==> config.mk <==
export PLATFORM = sky130hd
export DESIGN_NAME = sram_mem_responder
export DESIGN_NICKNAME = d
export VERILOG_FILES = /design/src/rtl/sram_mem_responder.sv
export SDC_FILE = /design/constraint.sdc
export NUM_CORES = 1
export LEC_CHECK = 0
export ABC_AREA = 1
export BUFFER_PORTS_ARGS = -buffer_cell sky130_fd_sc_hd__buf_2
export CAP_MARGIN = 20
export CORE_ASPECT_RATIO = 2
export CORE_UTILIZATION = 46
export CTS_CLUSTER_DIAMETER = 60
export DETAILED_ROUTE_END_ITERATION = 8
export MAX_ROUTING_LAYER = met4
export PLACE_DENSITY = 0.8
export SYNTH_ARGS = -nofsm -noshare
export SYNTH_HDL_FRONTEND = slang
export SYNTH_SLANG_ARGS = --single-unit
export TNS_END_PERCENT = 10
==> constraint.sdc <==
create_clock -name clk -period 1.9 [get_ports clk]
set_clock_uncertainty 0.05 [all_clocks]
set_input_delay 0.285 -clock clk [delete_from_list [all_inputs] [get_ports clk]]
set_output_delay 0.285 -clock clk [all_outputs]
set_load 0.005 [all_outputs]
==> src/rtl/sram_mem_responder.sv <==
// sram_mem_responder: serves 32-bit loads/stores as two 16-bit half-word
// transfers over an asynchronous SRAM, holding ready low while busy.
module sram_mem_responder #(
    parameter logic [31:0] BASE_ADDR     = 32'd1024,
    parameter int          ACCESS_CYCLES = 2
) (
    input  logic        clk,
    input  logic        rst_n,
    input  logic        wr_en,
    input  logic        rd_en,
    input  logic [31:0] address,
    input  logic [31:0] write_data,
    output logic [31:0] read_data,
    output logic        ready,
    output logic [17:0] sram_addr,
    output logic [15:0] sram_dq_out,
    input  logic [15:0] sram_dq_in,
    output logic        sram_dq_oe,
    output logic        sram_we_n
);
    typedef enum logic [1:0] {IDLE, LOW, HIGH, DONE} state_t;

    localparam logic [3:0] LAST = 4'(ACCESS_CYCLES - 1);

    state_t      state_q, state_d;
    logic [3:0]  cnt_q, cnt_d;
    logic        wr_q, wr_d;
    logic [16:0] eff_q, eff_d;
    logic [31:0] rdata_q, rdata_d;
    logic        last, busy, drive;

    assign last = cnt_q == LAST;

    always_ff @(posedge clk or negedge rst_n) begin
        if (!rst_n) begin
            state_q <= IDLE;
            cnt_q   <= '0;
            wr_q    <= 1'b0;
            eff_q   <= '0;
            rdata_q <= '0;
        end else begin
            state_q <= state_d;
            cnt_q   <= cnt_d;
            wr_q    <= wr_d;
            eff_q   <= eff_d;
            rdata_q <= rdata_d;
        end
    end

    always_comb begin
        state_d = state_q;
        cnt_d   = cnt_q;
        wr_d    = wr_q;
        eff_d   = eff_q;
        rdata_d = rdata_q;
        case (state_q)
            IDLE: if (wr_en || rd_en) begin
                state_d = LOW;
                wr_d    = wr_en;
                // only the word index within the 256K half-word space is kept
                eff_d   = 17'((address - BASE_ADDR) >> 2);
                cnt_d   = '0;
            end
            LOW, HIGH: begin
                cnt_d = last ? '0 : cnt_q + 4'd1;
                if (last) begin
                    state_d = (state_q == LOW) ? HIGH : DONE;
                    if (!wr_q && state_q == LOW) rdata_d[15:0] = sram_dq_in;
                    if (!wr_q && state_q == HIGH) rdata_d[31:16] = sram_dq_in;
                end
            end
            DONE:    state_d = IDLE;
            default: state_d = IDLE;
        endcase
    end

    assign busy        = (state_q == LOW) || (state_q == HIGH);
    assign drive       = busy && wr_q;
    assign sram_addr   = busy ? {eff_q, state_q == HIGH} : '0;
    assign sram_dq_out = drive ? ((state_q == HIGH) ? write_data[31:16] : write_data[15:0]) : '0;
    assign sram_dq_oe  = drive;
    assign sram_we_n   = ~drive;
    assign ready       = ((state_q == IDLE) && !rd_en && !wr_en) || (state_q == DONE);
    assign read_data   = rdata_q;
endmodule

== After elaboration in Yosys (flattened, before gate mapping) ==
Cells that the tools add are included.

* Word-level logic and storage cells: 44
* Output and inout port bits: 69
* Input port bits: 84
* Bits in registers: 56

* Mux-type cells: 10
* Reduce and logical (&&, ||, !) cells: 19
* Bitwise gates (word level): 1
* Equality and inequality tests: 6
* $add $sub $neg: 2

{| class="wikitable"
|+ Operator list
! cell !! count
|-
| $mux 16 || 2
|-
| $sub 19x11->19 const B || 1
|-
| $mux 18 || 1
|-
| $mux 4 || 2
|-
| $pmux 4 s2 || 1
|-
| $pmux 2 s3 || 1
|-
| $reduce_and 2->1 || 3
|-
| $reduce_and 3->1 || 2
|-
| $logic_and 1x1->1 || 5
|-
| $add 4x1->4 const B || 1
|-
| $eq 2x2->1 const B || 2
|-
| $eq 4x1->1 const B || 1
|-
| $mux 2 || 2
|-
| $ne 2x2->1 const B || 2
|-
| $logic_not 1->1 || 3
|-
| $logic_or 1x1->1 || 3
|-
| $eq 2x1->1 const B || 1
|-
| $logic_not 2->1 || 1
|-
| $reduce_bool 2->1 || 1
|-
| $reduce_or 2->1 || 1
|-
| $mux 1 || 1
|-
| $not 1->1 || 1
|}

== Logic depth before layout (Yosys ltp) ==
* Word-level depth: 4
* Depth in mapped cells: 8
* Depth with buffers taken out: 8

== Worst setup path after synthesis ==
Ideal clock, no wire load.

* Path type: register to output
* Start point: register state_q[0]
* End point: output sram_dq_out[10]
* Slack: 253 ps
* Stages on the path, launching flop included: 7
* Required time: 1565 ps
* Arrival time: 1312 ps
* Buffers on the path: 2
* Path through: dfrtp_1 > inv_1 > ha_1 > buf_4 > nand2_1 > buf_2 > a21oi_1

* Longest elaborated chain between the ends: 4
* Elaborated cells between the ends (all ways): 6
* Those cells by class: eq/ne: 2; mux: 2; reduce/logical: 2

{| class="wikitable"
|+ Ends and longest elaborated chain
! item !! line !! source
|-
| from (decl) || 25 || <nowiki>state_t state_q, state_d;</nowiki>
|-
| from (signal assigned) || 42 || <nowiki>state_q <= state_d;</nowiki>
|-
| $eq 2x1->1 or $eq 2x2->1 (tied branches) || 77, 80 ||
|-
| $logic_or 1x1->1 || 77 || <nowiki>assign busy = (state_q == LOW) || (state_q == HIGH);</nowiki>
|-
| $logic_and 1x1->1 || 78 || <nowiki>assign drive = busy && wr_q;</nowiki>
|-
| $mux 16 (*) || 80 || <nowiki>assign sram_dq_out = drive ? ((state_q == HIGH) ? write_data[31:16] : write_data[15:0]) : '0;</nowiki>
|-
| to (decl) || 16 || <nowiki>output logic [15:0] sram_dq_out,</nowiki>
|}

Every way passes the cells marked *; elsewhere a longest branch is shown, timed or not.

== Worst setup path in the final report ==
* Start point: register state_q[0]
* End point: output sram_dq_out[5]

The elaborated chain is that of the path after synthesis.

==> results.toml <==
[finish]
sequential_cell_area_um2 = 1401
antenna_cells_inserted = 0
multi_input_gate_area_um2 = 1330
layout-drive-gt1-share_pct = 39.48
mostFrequentLayoutCells = "sky130_fd_sc_hd__nand2_1, sky130_fd_sc_hd__buf_2, sky130_fd_sc_hd__inv_1"
count_of_placed_standard_cells_in_the_final_layout_fillers_left_out = 623
area_growth_pct = 37.28
fill_cells = 568
layout_commonest_cell = "sky130_fd_sc_hd__nand2_1"
nets_finish = 627

[placement]
gp_congestion = 0.8202
post-place-cells = 608
dp_hpwl_mm = 5.458
io_buffers = 137

[clock_network]
clkSlewWorstSetupHoldPaths_ns = 0.07
tritoncts.num_buffers = 5
clk_root_buffer_cell = "sky130_fd_sc_hd__clkbuf_16"
cts_sinks = 56
ctsLongestPathBuffers = 2
cts.htree.levels = 2
cts_tree = "built"
worst_skew_late_latency_ns = 0.28

[min_path]
hold_path_class = "in -> reg"

[logic_synthesis]
sequential_cell_area_fraction_in_the_yosys_report_pct = 45.94
ranking_of_synthesized_cells_by_area = "sky130_fd_sc_hd__dfrtp_1, sky130_fd_sc_hd__nand2_1, sky130_fd_sc_hd__inv_1"
postSynthCellCount = 393
synth_cell_types = 24
ys_seq_elements = 56
yosysWarnings = 0
mappedNetlistNets = 484
mappedNetlistArea_um2 = 3050
synth.largest_area_cell = "sky130_fd_sc_hd__dfrtp_1"
post_synth.cell_area_avg_um2 = 7.762
post-synth-top-area-fraction_pct = 45.94

[die]
die_h_um = 117.2
floorplan.die_area_um2 = 6980
dieWidth_um = 59.58
placement_rows = 41
core_area_um2 = 6361
floorplan.io_pins = 153
initial_core_util_pct = 47.95

[timing]
period_needed_ns = 1.892
worstMarginPinSlew_ns = 0.5109
final_hold_viol_count = 0
setup_repair_after_global_routing_missed_its_margin = "yes"
final_critical_path_share_of_the_clock_period_pct = 99.58
fin_tns_setup_ns = 0
relSlewSlack_pct = 65.94
timing.final.setup_violations = 0
achievable_frequency_mhz = 528.5
final-max-slew-violation-count = 0

[global_route]
grt_pass1_wl_mm = 11.26
grt_overflow = 0
grt_start_max_net_pins = 33
grt_use_total_pct = 21.26
antenna_violations_before_repair = 0
number_of_global_route_vias_before_repair = 2711

[power_and_ir_drop]
power_report.internal_total_mw = 4.156
p_comb_share_pct = 54.1
p_sw_share_pct = 40.08
switching_power_mw = 2.780
pwr_density_cell_nw_per_um2 = 1656
power_leakage_nw = 2.427
peakVddDrop_mv = 0.8802
clockPowerShare_pct = 15.4
power_frac_seq_pct = 30.6

[drt]
detailroute.via_count = 2896
firstDrtPassIters = 7
detail_route.vias_per_cell = 4.648
drtIter0Drc = 146
number_of_remaining_drc_errors = 0
routed_wire_length_per_instance_um = 11.83
antenna_nets_post_route = 0
wirelength_mm = 7.373

[critical_path]
endpoint_kind = "output pin"
crit_slowest_cell = "sky130_fd_sc_hd__dfrtp_1"
cp_data_arrival_time_ns = 1.56
worstPathMaxFanout = 9
cp-start-kind = "register"
timing.critical_path.max_delay_family = "buffers and inverters"
timing.critical_path.cells = "inv_2, ha_4, nand2_4, clkbuf_16, a21oi_1, buf_2"
critPathRequiredTime_ns = 1.56
crit_path_max_incr_delay_ns = 0.37
buffer_and_inverter_count_on_the_worst_path = 3
setup.worst_path.class = "reg -> out"

[run]
timing.max_cap.violations = 0

[outcome]
outcome = "complete, no violations"
[final timing paths]
path / slack [ns] / startpoint / cells past startpoint / endpoint
worst max-delay path: 0.008 / state_q[0] / 6 / sram_dq_out[5]
worst min-delay path: 0.15 / address[9] / 3 / eff_q[7]
worst max register to register: 0.19 / state_q[0] / 8 / read_data[10]
worst min register to register: 0.43 / eff_q[0] / 2 / eff_q[0]
max in group asynchronous: 0.79 / rst_n / 3 / eff_q[2]
min in group asynchronous: 0.46 / rst_n / 2 / read_data[20]
[worst min-delay path: cells and delay by family]
kind,cells,cell delay [ns]
and+or+nand+nor,2,0.09
buffers and inverters,1,0.07
[synthesized netlist by cell type, drive strengths merged]
cell / count
a31oi: 3
o21a: 1
nor3: 2
dfrtp: 56
ha: 7
nor2: 14
nand2: 147
nand4: 1
buf: 14
o21bai: 1
nand3: 9
a21oi: 17
clkinv: 1
o21ai: 42
or2: 2
clkbuf: 2
inv: 72
xor2: 2
[what timing repair did]
action | CTS | global route
pin swaps | 0 | 1
hold buffers | 1 | 0
gates cloned | 0 | 2
buffers inserted | 2 | 2
endpoints found under the setup margin | 35 | 33
resized for setup | 6 | 19
hold endpoints to repair | 20 | 0
[per-layer routing]
metal  global-route usage [%]  part of all wire (%)
met3                    2.857                   4.1
met1                    21.64                    39
met4                    5.736                   1.8
met5                        -                     0
met2                    40.90                    56
[metrics by stage]
step | setup slack, ns | area (um^2) | hold slack [ns] | total power, mW | util (%)
after detailed placement | 0.1693 | 3821 | 0.2406 | 5.435 | 60.07
after floorplan | 0.2533 | 3050 | -0.06059 | 4.210 | -
after global placement | 0.2175 | 3821 | 0.2421 | 5.287 | 60.07
after global routing | -0.04941 | 4188 | 0.1509 | 7.548 | 65.83
final | 0.007960 | 4188 | 0.1459 | 6.936 | 65.83
after CTS | 0.02056 | 4046 | 0.1417 | 6.624 | 63.61
[logic make-up (layout without fill, tap and decap cells)]
group	Yosys count	in the layout	share of synthesized area, %
xor gates and xnor gates	2	2	0.5743
AOI/OAI and AO/OA	64	64	14.23
DFF	56	56	45.94
buffers and inverters	89	233	13.00
and+or+nand+nor	175	175	23.38
adders and majority gates	7	7	2.871
[power groups by stage]
stage | Clock [mW] | Combinational [mW] | Sequential, mW
2_1_floorplan | 0 | 2.07 | 2.14
3_3_place_gp | 0 | 3.17 | 2.11
3_5_place_dp | 0 | 3.29 | 2.14
4_1_cts | 1.09 | 3.41 | 2.12
5_1_grt | 1.15 | 4.20 | 2.20
6_report | 1.06 | 3.75 | 2.12
[state kept, by name, indices dropped and copies added, names as in the netlist]
signal,cells
cnt_q,4
eff_q,17
read_data,32
state_q,2
wr_q,1
[layout make-up]
cell class                 count  share of cell area [%]
clock inverter                 2                  0.9262
sequential                    56                   33.46
tap                           86                   2.569
inverter                      73                   6.663
timing repair buffer         152                   21.30
clock buffer                   6                   3.316
multi-input combinational    248                   31.76
Note: power is estimated with default switching activity, not from simulation.
